$ cat config.mk
export PLATFORM = sky130hd
export DESIGN_NAME = yolov3_tiny_seq
export DESIGN_NICKNAME = d
export VERILOG_FILES = /design/src/rtl/yolov3_tiny_seq.sv
export SDC_FILE = /design/constraint.sdc
export NUM_CORES = 1
export LEC_CHECK = 0
export CORE_UTILIZATION = 30
export CTS_CLUSTER_DIAMETER = 60
export DETAILED_ROUTE_END_ITERATION = 7
export PLACE_DENSITY = 0.89
export SLEW_MARGIN = 20
export SYNTH_ARGS = -nofsm -noshare
export SYNTH_HDL_FRONTEND = slang
export SYNTH_SLANG_ARGS = --single-unit
$ cat constraint.sdc
create_clock -name clk -period 2.33 [get_ports clk]
set_input_delay 0.233 -clock clk [delete_from_list [all_inputs] [get_ports clk]]
set_output_delay 0.233 -clock clk [all_outputs]
set_load 0.005 [all_outputs]
$ cat src/rtl/yolov3_tiny_seq.sv
// yolov3_tiny_seq: layer sequencer for the YOLOv3-tiny accelerator.
// Walks layers 1..NUM_LAYER and presents each layer's configuration to the
// single-layer compute engine. It issues one layer_start pulse per layer and
// waits for that layer's layer_done. After the last layer it raises done_CNN.
// The reset input rst_n is synchronous and active-high, despite its name.
//
// Optional feature macro: PERF_CNT_EN
//   Adds the 32-bit cycle_cnt output. The counter clears when a start is
//   accepted. It counts every cycle spent in LAUNCH or RUN and holds its
//   value in DONE.
//
// Handshake: layer_start is a registered one-cycle pulse. layer_done is
// accepted only in RUN, and only in a cycle where layer_start is low.
// start_CNN is accepted only in IDLE or DONE.
module yolov3_tiny_seq #(
    parameter int SYSTOLIC_SIZE     = 16,
    parameter int DATA_WIDTH        = 64,
    parameter int INOUT_WIDTH       = 1024,
    parameter int IFM_RAM_SIZE      = 524172,
    parameter int WGT_RAM_SIZE      = 8845488,
    parameter int OFM_RAM_SIZE      = 2378675,
    parameter int MAX_WGT_FIFO_SIZE = 4608,
    parameter int RELU_PARAM        = 0,
    parameter int NUM_LAYER         = 8,
    // ifm_base addresses either the IFM RAM or the OFM RAM, so it must be
    // wide enough for the larger of the two.
    localparam int IFM_AW = ($clog2(IFM_RAM_SIZE) > $clog2(OFM_RAM_SIZE)) ?
                            $clog2(IFM_RAM_SIZE) : $clog2(OFM_RAM_SIZE),
    localparam int WGT_AW = $clog2(WGT_RAM_SIZE),
    localparam int OFM_AW = $clog2(OFM_RAM_SIZE)
) (
    input  logic                  clk,
    input  logic                  rst_n,
    input  logic                  start_CNN,
    output logic                  done_CNN,
    output logic                  layer_start,
    input  logic                  layer_done,
    output logic [3:0]            count_layer,
    output logic [8:0]            ifm_size,
    output logic [10:0]           ifm_ch,
    output logic [10:0]           num_filter,
    output logic [1:0]            kernel_size,
    output logic                  pool_en,
    output logic                  relu_en,
    output logic [DATA_WIDTH-1:0] act_param,
    output logic                  ifm_src,
    output logic [IFM_AW-1:0]     ifm_base,
    output logic [WGT_AW-1:0]     wgt_base,
    output logic [OFM_AW-1:0]     ofm_base
`ifdef PERF_CNT_EN
    ,
    output logic [31:0]           cycle_cnt
`endif
);

    typedef enum logic [1:0] {
        IDLE   = 2'd0,
        LAUNCH = 2'd1,
        RUN    = 2'd2,
        DONE   = 2'd3
    } state_t;

    // Odd layers write to the ping half of the OFM RAM and even layers write
    // to the pong half. Each layer after the first reads the previous layer's output.
    localparam logic [OFM_AW-1:0] OFM_PING  = '0;
    localparam logic [OFM_AW-1:0] OFM_PONG  = OFM_AW'(526912);
    localparam logic [IFM_AW-1:0] IFM_PING  = '0;
    localparam logic [IFM_AW-1:0] IFM_PONG  = IFM_AW'(526912);
    localparam logic [3:0]        LAST_LAYER = 4'(NUM_LAYER);

    state_t state;

    assign act_param = DATA_WIDTH'(RELU_PARAM);

    // Sequencer FSM: start handling, per-layer launch pulse, and completion flag.
    always_ff @(posedge clk) begin
        if (rst_n) begin
            state       <= IDLE;
            count_layer <= 4'd0;
            layer_start <= 1'b0;
            done_CNN    <= 1'b0;
        end else begin
            layer_start <= 1'b0;
            case (state)
                IDLE: begin
                    if (start_CNN) begin
                        count_layer <= 4'd1;
                        state       <= LAUNCH;
                    end
                end
                LAUNCH: begin
                    layer_start <= 1'b1;
                    state       <= RUN;
                end
                RUN: begin
                    // A done that overlaps our own start pulse cannot belong
                    // to this layer, so it is dropped.
                    if (layer_done && !layer_start) begin
                        if (count_layer == LAST_LAYER) begin
                            done_CNN <= 1'b1;
                            state    <= DONE;
                        end else begin
                            count_layer <= count_layer + 4'd1;
                            state       <= LAUNCH;
                        end
                    end
                end
                DONE: begin
                    if (start_CNN) begin
                        done_CNN    <= 1'b0;
                        count_layer <= 4'd1;
                        state       <= LAUNCH;
                    end
                end
                default: state <= IDLE;
            endcase
        end
    end

`ifdef PERF_CNT_EN
    // Cycle counter: cleared on an accepted start, counts while a network run is active.
    always_ff @(posedge clk) begin
        if (rst_n) begin
            cycle_cnt <= 32'd0;
        end else if ((state == IDLE || state == DONE) && start_CNN) begin
            cycle_cnt <= 32'd0;
        end else if (state == LAUNCH || state == RUN) begin
            cycle_cnt <= cycle_cnt + 32'd1;
        end
    end
`endif

    // Layer configuration ROM indexed by count_layer. All fields are zero when idle.
    always_comb begin
        ifm_size    = 9'd0;
        ifm_ch      = 11'd0;
        num_filter  = 11'd0;
        kernel_size = 2'd0;
        pool_en     = 1'b0;
        relu_en     = 1'b0;
        ifm_src     = 1'b0;
        ifm_base    = '0;
        wgt_base    = '0;
        ofm_base    = '0;
        case (count_layer)
            4'd1: begin
                ifm_size = 9'd318; ifm_ch = 11'd3;    num_filter = 11'd16;
                kernel_size = 2'd3; pool_en = 1'b1; relu_en = 1'b1;
                ifm_src = 1'b0; ifm_base = IFM_PING;
                wgt_base = WGT_AW'(0);       ofm_base = OFM_PING;
            end
            4'd2: begin
                ifm_size = 9'd159; ifm_ch = 11'd16;   num_filter = 11'd32;
                kernel_size = 2'd3; pool_en = 1'b1; relu_en = 1'b1;
                ifm_src = 1'b1; ifm_base = IFM_PING;
                wgt_base = WGT_AW'(432);     ofm_base = OFM_PONG;
            end
            4'd3: begin
                ifm_size = 9'd79;  ifm_ch = 11'd32;   num_filter = 11'd64;
                kernel_size = 2'd3; pool_en = 1'b1; relu_en = 1'b1;
                ifm_src = 1'b1; ifm_base = IFM_PONG;
                wgt_base = WGT_AW'(5040);    ofm_base = OFM_PING;
            end
            4'd4: begin
                ifm_size = 9'd39;  ifm_ch = 11'd64;   num_filter = 11'd128;
                kernel_size = 2'd3; pool_en = 1'b1; relu_en = 1'b1;
                ifm_src = 1'b1; ifm_base = IFM_PING;
                wgt_base = WGT_AW'(23472);   ofm_base = OFM_PONG;
            end
            4'd5: begin
                ifm_size = 9'd19;  ifm_ch = 11'd128;  num_filter = 11'd256;
                kernel_size = 2'd3; pool_en = 1'b1; relu_en = 1'b1;
                ifm_src = 1'b1; ifm_base = IFM_PONG;
                wgt_base = WGT_AW'(97200);   ofm_base = OFM_PING;
            end
            4'd6: begin
                ifm_size = 9'd9;   ifm_ch = 11'd256;  num_filter = 11'd512;
                kernel_size = 2'd3; pool_en = 1'b1; relu_en = 1'b1;
                ifm_src = 1'b1; ifm_base = IFM_PING;
                wgt_base = WGT_AW'(392112);  ofm_base = OFM_PONG;
            end
            4'd7: begin
                ifm_size = 9'd4;   ifm_ch = 11'd512;  num_filter = 11'd1024;
                kernel_size = 2'd3; pool_en = 1'b0; relu_en = 1'b1;
                ifm_src = 1'b1; ifm_base = IFM_PONG;
                wgt_base = WGT_AW'(1571760); ofm_base = OFM_PING;
            end
            4'd8: begin
                ifm_size = 9'd4;   ifm_ch = 11'd1024; num_filter = 11'd16;
                kernel_size = 2'd1; pool_en = 1'b0; relu_en = 1'b0;
                ifm_src = 1'b1; ifm_base = IFM_PING;
                wgt_base = WGT_AW'(6290352); ofm_base = OFM_PONG;
            end
            default: begin
                ifm_size = 9'd0;
            end
        endcase
    end

endmodule

* Yosys cells after proc, flatten, opt, wreduce, memory -nomap -nowiden
Cells that the tools add are included.
Storage, ports and cells: bits of input ports 4, register bits after elaboration 8, word-level logic and storage cells 60, output and inout bits 174
Cells by class: eq/ne operators 16, reduce and logical (&&, ||, !) cells 16, muxes and demuxes 23, add/sub/neg operators 1
Operator list (count):
- $pmux 23 s7 | 1
- $pmux 11 s8 | 1
- $pmux 11 s7 | 1
- $pmux 9 s7 | 1
- $mux 20 | 2
- $eq 4x3->1 const B | 4
- $reduce_or 7->1 | 2
- $mux 4 | 3
- $eq 4x2->1 const B | 2
- $ne 2x2->1 const B | 4
- $pmux 4 s2 | 1
- $reduce_and 4->1 | 2
- $mux 1 | 7
- $mux 2 | 3
- $pmux 2 s3 | 1
- $reduce_or 2->1 | 3
- $reduce_or 6->1 | 1
- $add 4x1->4 const B | 1
- $eq 2x2->1 const B | 2
- $eq 4x1->1 const B | 1
- $eq 4x4->1 const B | 1
- $pmux 2 s2 | 1
- $reduce_bool 2->1 | 2
- $reduce_or 4->1 | 1
- other kinds (8) | 8

* Logic depth before layout (Yosys ltp)
Gate-level depths: netlist of the first run.
word-level depth 4, mapped depth 7, mapped depth without buffers 6

* Worst setup path before layout of the first run
OpenSTA, ideal clock, no wires.
path type flip-flop to flip-flop, from reg count_layer[0], to reg count_layer[2], slack 543 ps, path buffers 0, period minus slack after synthesis 1787 ps, stages on the path, launching flop included 7, arrival 1670 ps, library setup time 117 ps, cells stage by stage dfxtp_1 -> inv_1 -> ha_1 -> and4b_4 -> a2111oi_4 -> o21ai_1 -> a32o_1
Between the ends: word-level cells in the longest chain between the ends 4, elaborated cells on any way between the ends 7, those cells by class 1 x add/sub; 2 x eq/ne; 3 x mux; 1 x reduce/logical
RTL lines:
- start, declared | RTL line 38 | output logic [3:0] count_layer,
- start signal, assigned | RTL line 103 | count_layer <= count_layer + 4'd1;
- $add 4x1->4 | RTL line 103
- $mux 4 | RTL line 99 | if (count_layer == LAST_LAYER) begin
- $mux 4 | RTL line 98 | if (layer_done && !layer_start) begin
- $pmux 4 s2 | RTL line 84 | case (state)
Parallel ways exist; a longest one is shown, timed or not. The select of a mux whose other input is x is not followed. A chain may end at the register's enable or synchronous reset.

* Worst setup path after layout of the first run
from reg count_layer[0], to out ifm_size[1]
Between the ends: word-level cells in the longest chain between the ends 3, elaborated cells on any way between the ends 10, those cells by class 8 x eq/ne; 1 x mux; 1 x reduce/logical
RTL lines:
- $eq 4x4->1 / $eq 4x3->1 (equally long branches) | RTL line 145 | case (count_layer)
- $reduce_or 2->1 (no line)
- $pmux 9 s7 (*) | RTL line 145
- end, declared | RTL line 39 | output logic [8:0] ifm_size,
Every way passes the cells marked *; elsewhere a longest branch is shown, timed or not.

==> flow_summary.json, run 1 <==
{
  "cpPeakStageDelay_ns": 0.49,
  "timing.rr.end": "count_layer[3]$_SDFFE_PP0P_",
  "yosys_register_bits": 8,
  "ant_nets": 0,
  "fin_crit_ns": 2.239,
  "vdd_drop_max_mv": 0.2712,
  "cp-start-kind": "flop",
  "place_congestion": 0.7695,
  "postLayoutCellArea_um2": 2061,
  "h-tree-depth": 1,
  "critPathKind": "reg2out",
  "synth_area_per_cell_um2": 7.287,
  "r2r_slack_ns": 0.38,
  "place.detailed.hpwl_um": 3090,
  "die_y_um": 78.99,
  "mostFrequentLayoutCells": "conb_1 (114), clkdlybuf4s50_1 (58), inv_1 (13)",
  "area_growth_pct": 15.90,
  "clk_pin_slew_ns": 0.04,
  "powerDensity_nw_per_um2": 755.4,
  "antenna_found_initial": 0,
  "power_leakage_nw": 1.148,
  "io_pins": 178,
  "yosysTopAreaCellShare_pct": 56.16,
  "syn_area_um2": 1778,
  "synthCells": 244,
  "cp.required_ns": 2.10,
  "avgViaCountPerCell": 3.604,
  "cts_tree": "done",
  "critical_path.slowest_cell": "clkdlybuf4s50_1",
  "drive_gt1_share_pct": 9.524,
  "critPathCaptureType": "output pin",
  "final-seq-area_um2": 167.7,
  "clk_path_buf_depth": 2,
  "fp.dieW_um": 78.99,
  "tns_ns": 0,
  "core_um2": 5608,
  "fin_worst_skew_ns": 0.002023,
  "initial_utilization_pct": 31.70,
  "yosysSeqAreaShare_pct": 9.008,
  "hold_class": "reg2reg",
  "rr_worst_depth": 6,
  "dp_slack_ns": 0.09239,
  "cap_violations": 0,
  "numCtsBuffers": 3,
  "whs_ns": 0.4651,
  "fin_nets": 307,
  "postRouteWirelength_um": 3652,
  "hold_viol": 0,
  "grt_pass1_vias": 999,
  "track_usage_pct": 10.51,
  "final_common_cell": "conb_1",
  "endpoint": "ifm_size[1]",
  "port_buffers": 63,
  "status": "finished clean",
  "post_drt_wl_per_cell_um": 9.978,
  "finalCritPeriodShare_pct": 96.11,
  "timing.fmax_mhz": 446.6,
  "drc_errors": 0,
  "slew_violations": 0,
  "critPathMaxFanout": 7,
  "drtPass1Iterations": 4,
  "vias": 1319,
  "drt-initial-drc-count": 24,
  "synth.area.top_cells": "buf_4 (56%), dfxtp_1 (9.0%), ha_1 (4.9%)",
  "placed_area_um2": 1938,
  "synth_cell_types": 29,
  "rows": 27,
  "cts_sinks": 8,
  "worstPathArrival_ns": 2.01,
  "yosysTopAreaCell": "buf_4",
  "antennaDiodeCount": 0,
  "grt_first_pass_wirelength_um": 5085,
  "die_area_um2": 6239,
  "timing.rr.start": "state[0]$_SDFFE_PP0P_",
  "crit_start": "count_layer[0]$_SDFFE_PP0P_",
  "synth_warnings": 0,
  "rsz0062_at_grt": "true",
  "multi_input_area_um2": 1021,
  "clockRootBuffer": "clkbuf_8",
  "clock_latency_ns": 0.23,
  "fillers": 581,
  "setup_slack_ns": 0.09070,
  "setup_viol": 0,
  "grt_overflow": 0,
  "crit_chain": "inv_1, ha_2, buf_4, and2_1, a21o_1, nand2b_1, clkdlybuf4s50_1",
  "grt_max_degree": 16
}
-- worst min path at each step --
stage,cells past startpoint,startpoint,end
2_1_floorplan,1,rst_n,count_layer[1]$_SDFFE_PP0P_
3_3_place_gp,1,count_layer[0]$_SDFFE_PP0P_,count_layer[0]$_SDFFE_PP0P_
3_5_place_dp,1,count_layer[0]$_SDFFE_PP0P_,count_layer[0]$_SDFFE_PP0P_
4_1_cts,1,count_layer[0]$_SDFFE_PP0P_,count_layer[0]$_SDFFE_PP0P_
5_1_grt,1,count_layer[0]$_SDFFE_PP0P_,count_layer[0]$_SDFFE_PP0P_
6_report,1,count_layer[0]$_SDFFE_PP0P_,count_layer[0]$_SDFFE_PP0P_
-- state kept, by name, summed over array words and instances (netlist names) --
register     flops
count_layer      4
done_CNN         1
layer_start      1
state            2
-- worst max-delay path, delay by kind of cell, from the launching register on --
kind	cells	cell delay (ns)
adders and majority gates	1	0.26
buffers and inverters	3	0.76
DFF	1	0.35
and+or+nand+nor	2	0.28
AOI/OAI and AO/OA	1	0.12
-- cell type report --
type	instances	share of cell area (%)
multi-input combinational	200	49.54
sequential	8	8.136
clock buffer	3	2.004
inverter	14	2.550
timing repair buffer	69	33.39
tap	72	4.372
-- stage by stage --
stage	power, mW	util, %	std cells
final	1.557	36.75	366
after global routing	1.695	36.75	366
after CTS	1.543	35.72	365
after detailed placement	1.354	34.56	360
after global placement	1.322	34.56	360
after floorplan	0.9556	-	357
-- synthesized netlist by cell type --
cell type / instances
a2111oi_4: 1
a211oi_1: 2
a21o_1: 2
a21oi_1: 9
a22oi_1: 1
a311oi_1: 1
a31oi_1: 1
a32o_1: 2
and2_1: 9
and2b_1: 1
and3_1: 2
and4b_4: 1
buf_2: 1
buf_4: 133
clkbuf_1: 1
conb_1: 1
dfxtp_1: 8
ha_1: 7
inv_1: 14
nand2_1: 8
nand2b_1: 5
nand2b_2: 1
nand3b_1: 3
nor2_1: 16
nor2b_1: 3
o21ai_0: 5
o21ai_1: 2
o22ai_1: 2
or2_2: 2
-- report_power, final --
group	internal (mW)	total (mW)	switching [mW]	leakage [nW]
logic	0.639	1.16	0.522	1.06
registers	0.180	0.227	0.0472	0.0676
clock network	0.112	0.169	0.0569	0.0216
-- cells by family after synthesis --
group                      after synthesis  share of synthesized area (%)
AOI/OAI and AO/OA                       28                          10.84
adders and majority gates                7                          4.926
buffers and inverters                  149                          59.61
DFF                                      8                          9.008
other                                    1                         0.2109
and+or+nand+nor                         51                          15.41
-- routing by layer --
layer  track usage, %  vias up  wire [um]
li1                 -      625          -
met1            10.83      605       1298
met2            20.34       86       2001
met3            2.759        3        322
met4            3.273        0         30
met5                0        -          0
-- timing repair --
item | 4_1_cts | 5_1_grt
pin swaps | 0 | 1
endpoints found under the setup margin | 18 | 22
gates resized for setup | 5 | 18
setup buffers | 2 | 1
hold buffers | 0 | 0
Power figures use the tool's default switching activity.
==> run 2: changes to the inputs <==
- CORE_MARGIN: default -> 3
==> run 2 against run 1 <==
Sequential cell count unchanged. Largest power group unchanged. Clock power is essentially flat. Critical path type unchanged. Final cell count shrank 0.55%. Largest cell class unchanged. Highest routed layer unchanged.
==> flow_summary.json, run 2 (synthesized netlist as in run 1, its figures left out) <==
{
  "status": "finished clean",
  "rr_worst_depth": 6,
  "track_usage_pct": 9.690,
  "core_um2": 5608,
  "r2r_slack_ns": 0.38,
  "top_regs": "count_layer x4, state x2",
  "drt-initial-drc-count": 46,
  "clk_path_buf_depth": 2,
  "area_growth_pct": 13.37,
  "vdd_drop_max_mv": 0.3125,
  "timing.rr.start": "state[0]$_SDFFE_PP0P_",
  "post_drt_wl_per_cell_um": 10.74,
  "cp-start-kind": "flop",
  "place_congestion": 0.7545,
  "largest_reg_flops": 4,
  "instances_no_fill": 364,
  "mostFrequentLayoutCells": "conb_1 (114), clkdlybuf4s50_1 (63), inv_1 (14)",
  "critical_path.slowest_cell": "clkdlybuf4s50_1",
  "clk_pin_slew_ns": 0.04,
  "powerDensity_nw_per_um2": 764.6,
  "finalCritPeriodShare_pct": 95.43,
  "timing.rr.end": "count_layer[3]$_SDFFE_PP0P_",
  "cp_top_family": "buffers and inverters",
  "fin_worst_skew_ns": 0.005501,
  "cp.required_ns": 2.10,
  "grt_pass1_vias": 1065,
  "critPathMaxFanout": 8,
  "grt_overflow": 0,
  "cap_violations": 0,
  "fin_crit_ns": 2.224,
  "clock_latency_ns": 0.23,
  "endpoint": "wgt_base[20]",
  "critPathCaptureType": "output pin",
  "cts_sinks": 8,
  "antenna_found_initial": 0,
  "drive_gt1_share_pct": 8.219,
  "rows": 27,
  "crit_start": "count_layer[1]$_SDFFE_PP0P_",
  "top_register": "count_layer",
  "antennaDiodeCount": 0,
  "hold_viol": 0,
  "dp_cells": 360,
  "postRouteWirelength_um": 3909,
  "critPathKind": "reg2out",
  "initial_utilization_pct": 31.70,
  "fin_nets": 305,
  "final_common_cell": "conb_1",
  "worstPathArrival_ns": 1.99,
  "numCtsBuffers": 3,
  "drc_errors": 0,
  "avgViaCountPerCell": 3.599,
  "vias": 1310,
  "postLayoutCellArea_um2": 2016,
  "place.detailed.hpwl_um": 3449,
  "drtPass1Iterations": 4,
  "crit_chain": "inv_1, ha_2, nand3b_1, inv_1, or2_2, clkdlybuf4s50_1",
  "die_area_um2": 6887,
  "placed_area_um2": 1938,
  "cpPeakStageDelay_ns": 0.48,
  "crit_buf_inv": 3,
  "slew_violations": 0,
  "cts_tree": "done",
  "rsz0062_at_grt": "false",
  "h-tree-depth": 1,
  "io_pins": 178,
  "clockRootBuffer": "clkbuf_8",
  "timing.fmax_mhz": 449.7,
  "cpMostUsedCell": "inv_1",
  "ctsHoldBuffers": 0,
  "final_util_pct": 35.94,
  "port_buffers": 63,
  "ant_nets": 0,
  "tns_ns": 0,
  "hold_class": "reg2reg",
  "grt_first_pass_wirelength_um": 5554,
  "path_depth": 6,
  "fp.dieW_um": 82.99,
  "die_y_um": 82.99,
  "power_leakage_nw": 1.043,
  "grt_max_degree": 18,
  "setup_viol": 0
}
-- run 2: what timing repair did --
item / CTS / global route
endpoints found under the setup margin: 20 / 22
gates resized for setup: 7 / 7
setup buffers: 1 / 0
gates cloned: 0 / 0
pin swaps: 2 / 1
-- run 2: power breakdown --
group          internal [mW]  total, mW  switching, mW
Combinational          0.636       1.15          0.518
Sequential             0.176      0.220         0.0439
Clock                  0.112      0.167         0.0549
Total                  0.925       1.54          0.617
-- run 2: how the worst min path moves through the flow --
stage                                startpoint                          end  slack [ns]  depth (start not counted)
detailed placement  count_layer[0]$_SDFFE_PP0P_  count_layer[0]$_SDFFE_PP0P_        0.53                          1
floorplan                                 rst_n  count_layer[1]$_SDFFE_PP0P_        0.30                          1
global route        count_layer[0]$_SDFFE_PP0P_  count_layer[0]$_SDFFE_PP0P_        0.53                          1
finish              count_layer[0]$_SDFFE_PP0P_  count_layer[0]$_SDFFE_PP0P_        0.50                          1
global placement    count_layer[0]$_SDFFE_PP0P_  count_layer[0]$_SDFFE_PP0P_        0.50                          1
CTS                 count_layer[0]$_SDFFE_PP0P_  count_layer[0]$_SDFFE_PP0P_        0.49                          1
-- run 2: metrics by stage --
step,total power [mW],setup WS [ns],hold WS (ns)
after CTS,1.551,0.0009115,0.4932
after floorplan,0.9556,0.5429,0.3021
after global placement,1.324,0.2019,0.4998
after detailed placement,1.356,0.1258,0.5306
after global routing,1.674,0.003001,0.5322
final,1.541,0.1064,0.4973
-- run 2: area by class of cell --
class,count,area (um2)
multi-input cells,200,1006
inverters,14,52.55
flip-flops and latches,8,165.2
fillers,601,3592
well taps,72,90.09
repair buffers,67,660.6
clock buffers,3,41.29
-- run 2: metal layers --
layer	routed length, um	vias to the layer above	global-route usage (%)
met5	0	-	0
met4	38	0	2.229
met3	495	5	3.175
met2	2147	99	18.80
met1	1227	582	9.905
li1	-	624	-
==> run 3: changes to the inputs <==
- MAX_ROUTING_LAYER: default -> met4
- SLEW_MARGIN: 20 -> default
- TNS_END_PERCENT: default -> 20
==> run 3 against run 2 <==
Routed wire length decreased by 0.59%. Largest power group unchanged. Via count down 0.46%. Clock-buffer cell count did not move. Register-to-register slack barely moved. Utilization is the same. Worst hold slack about the same. Critical path depth unchanged. Clock power about the same. First-iteration DRC count is 11% higher. Critical endpoint unchanged. Sequential share of layout area is the same. Die area unchanged.
==> flow_summary.json, run 3 (synthesized netlist as in run 1, its figures left out) <==
{
  "hold_class": "reg2reg",
  "hp-start": "count_layer[0]$_SDFFE_PP0P_",
  "postRouteWirelength_um": 3886,
  "ant_nets": 0,
  "instances_no_fill": 364,
  "track_usage_pct": 9.981,
  "fin_nets": 305,
  "die_y_um": 82.99,
  "dp_slack_ns": 0.1258,
  "multi_input_area_um2": 1006,
  "fp.dieW_um": 82.99,
  "timing.fmax_mhz": 450.7,
  "critPathCaptureType": "output pin",
  "fin_worst_skew_ns": 0.005501,
  "crit_start": "count_layer[1]$_SDFFE_PP0P_",
  "clk_path_buf_depth": 2,
  "antenna_found_initial": 0,
  "avgViaCountPerCell": 3.582,
  "core_um2": 5608,
  "critPathKind": "reg2out",
  "cp.required_ns": 2.10,
  "cts_tree": "done",
  "critPathMaxFanout": 8,
  "place_congestion": 0.7643,
  "hold_viol": 0,
  "min_to": "count_layer[0]$_SDFFE_PP0P_",
  "h-tree-depth": 1,
  "whs_ns": 0.4970,
  "rows": 27,
  "clockRootBuffer": "clkbuf_8",
  "drive_gt1_share_pct": 8.219,
  "post_drt_wl_per_cell_um": 10.68,
  "fillers": 601,
  "fin_crit_ns": 2.219,
  "final-seq-area_um2": 165.2,
  "vdd_drop_max_mv": 0.3119,
  "mostFrequentLayoutCells": "conb_1 (114), clkdlybuf4s50_1 (63), inv_1 (14)",
  "top_register": "count_layer",
  "slew_violations": 0,
  "port_buffers": 63,
  "power_leakage_nw": 1.043,
  "die_area_um2": 6887,
  "drtPass1Iterations": 4,
  "grt_pass1_vias": 1069,
  "setup_viol": 0,
  "ctsHoldBuffers": 0,
  "place.detailed.hpwl_um": 3449,
  "cp-start-kind": "flop",
  "rsz0062_at_grt": "false",
  "grt_first_pass_wirelength_um": 5554,
  "powerDensity_nw_per_um2": 764.3,
  "grt_overflow": 0,
  "drc_errors": 0,
  "status": "finished clean",
  "timing.rr.start": "state[0]$_SDFFE_PP0P_",
  "clock_latency_ns": 0.23,
  "setup_slack_ns": 0.1113,
  "rr_worst_depth": 6,
  "io_pins": 178,
  "grt_max_degree": 18,
  "clk_pin_slew_ns": 0.04,
  "timing.rr.end": "count_layer[3]$_SDFFE_PP0P_",
  "antennaDiodeCount": 0,
  "finalCritPeriodShare_pct": 95.22,
  "total_power_mw": 1.541,
  "final_common_cell": "conb_1",
  "hold_depth": 1,
  "r2r_slack_ns": 0.38,
  "top_regs": "count_layer x4, state x2",
  "cts_sinks": 8,
  "dp_cells": 360,
  "largest_reg_flops": 4,
  "area_growth_pct": 13.37,
  "cap_violations": 0,
  "tns_ns": 0,
  "drt-initial-drc-count": 51,
  "vias": 1304,
  "numCtsBuffers": 3,
  "initial_utilization_pct": 31.70,
  "worstPathArrival_ns": 1.99
}
## run 3: cell counts in the layout (fill, tap and decap cells not counted)
No cell type changed its count.
## run 3: layout make-up
cell class                 count  area share [%]
clock buffer                   3           2.048
inverter                      14           2.607
multi-input combinational    200           49.91
sequential                     8           8.194
tap                           72           4.469
timing repair buffer          67           32.77
## run 3: worst max-delay path, stage by stage, from the launching register on
cell	delay, ns
dfxtp_2	0.38
inv_1	0.09
ha_2	0.23
nand3b_1	0.13
inv_1	0.12
or2_2	0.33
clkdlybuf4s50_1	0.48
## run 3: timing repair
item                                    in CTS  in global routing
buffers inserted                             1                  0
pin swaps                                    2                  1
endpoints found under the setup margin      20                 22
resized for setup                            7                  7
## run 3: per-stage QoR
stage	utilization (%)	cell area, um2
global placement	34.56	1938
global route	35.94	2016
CTS	35.70	2002
finish	35.94	2016
floorplan	-	2202
detailed placement	34.56	1938
## run 3: layer usage
metal / share of wire [%] / up-vias / global-route usage, %
li1: - / 623 / -
met1: 32 / 581 / 10.02
met2: 55 / 95 / 18.80
met3: 12 / 5 / 3.075
met4: 0.98 / 0 / 2.229
met5: 0 / - / -
## run 3: how the worst max path moves through the flow
stage               slack, ns                          end  cells past startpoint
detailed placement       0.13                 wgt_base[11]                      7
global route            0.003                 wgt_base[20]                      6
global placement         0.20                      ifm_src                      5
CTS                    0.0009                  ifm_size[0]                      6
finish                   0.11                 wgt_base[20]                      6
floorplan                0.54  count_layer[2]$_SDFFE_PP0P_                      6
## run 3: where the power goes
part / internal (mW) / total (mW) / switching (mW)
Sequential: 0.176 / 0.220 / 0.0439
Combinational: 0.636 / 1.15 / 0.517
Clock: 0.112 / 0.167 / 0.0549
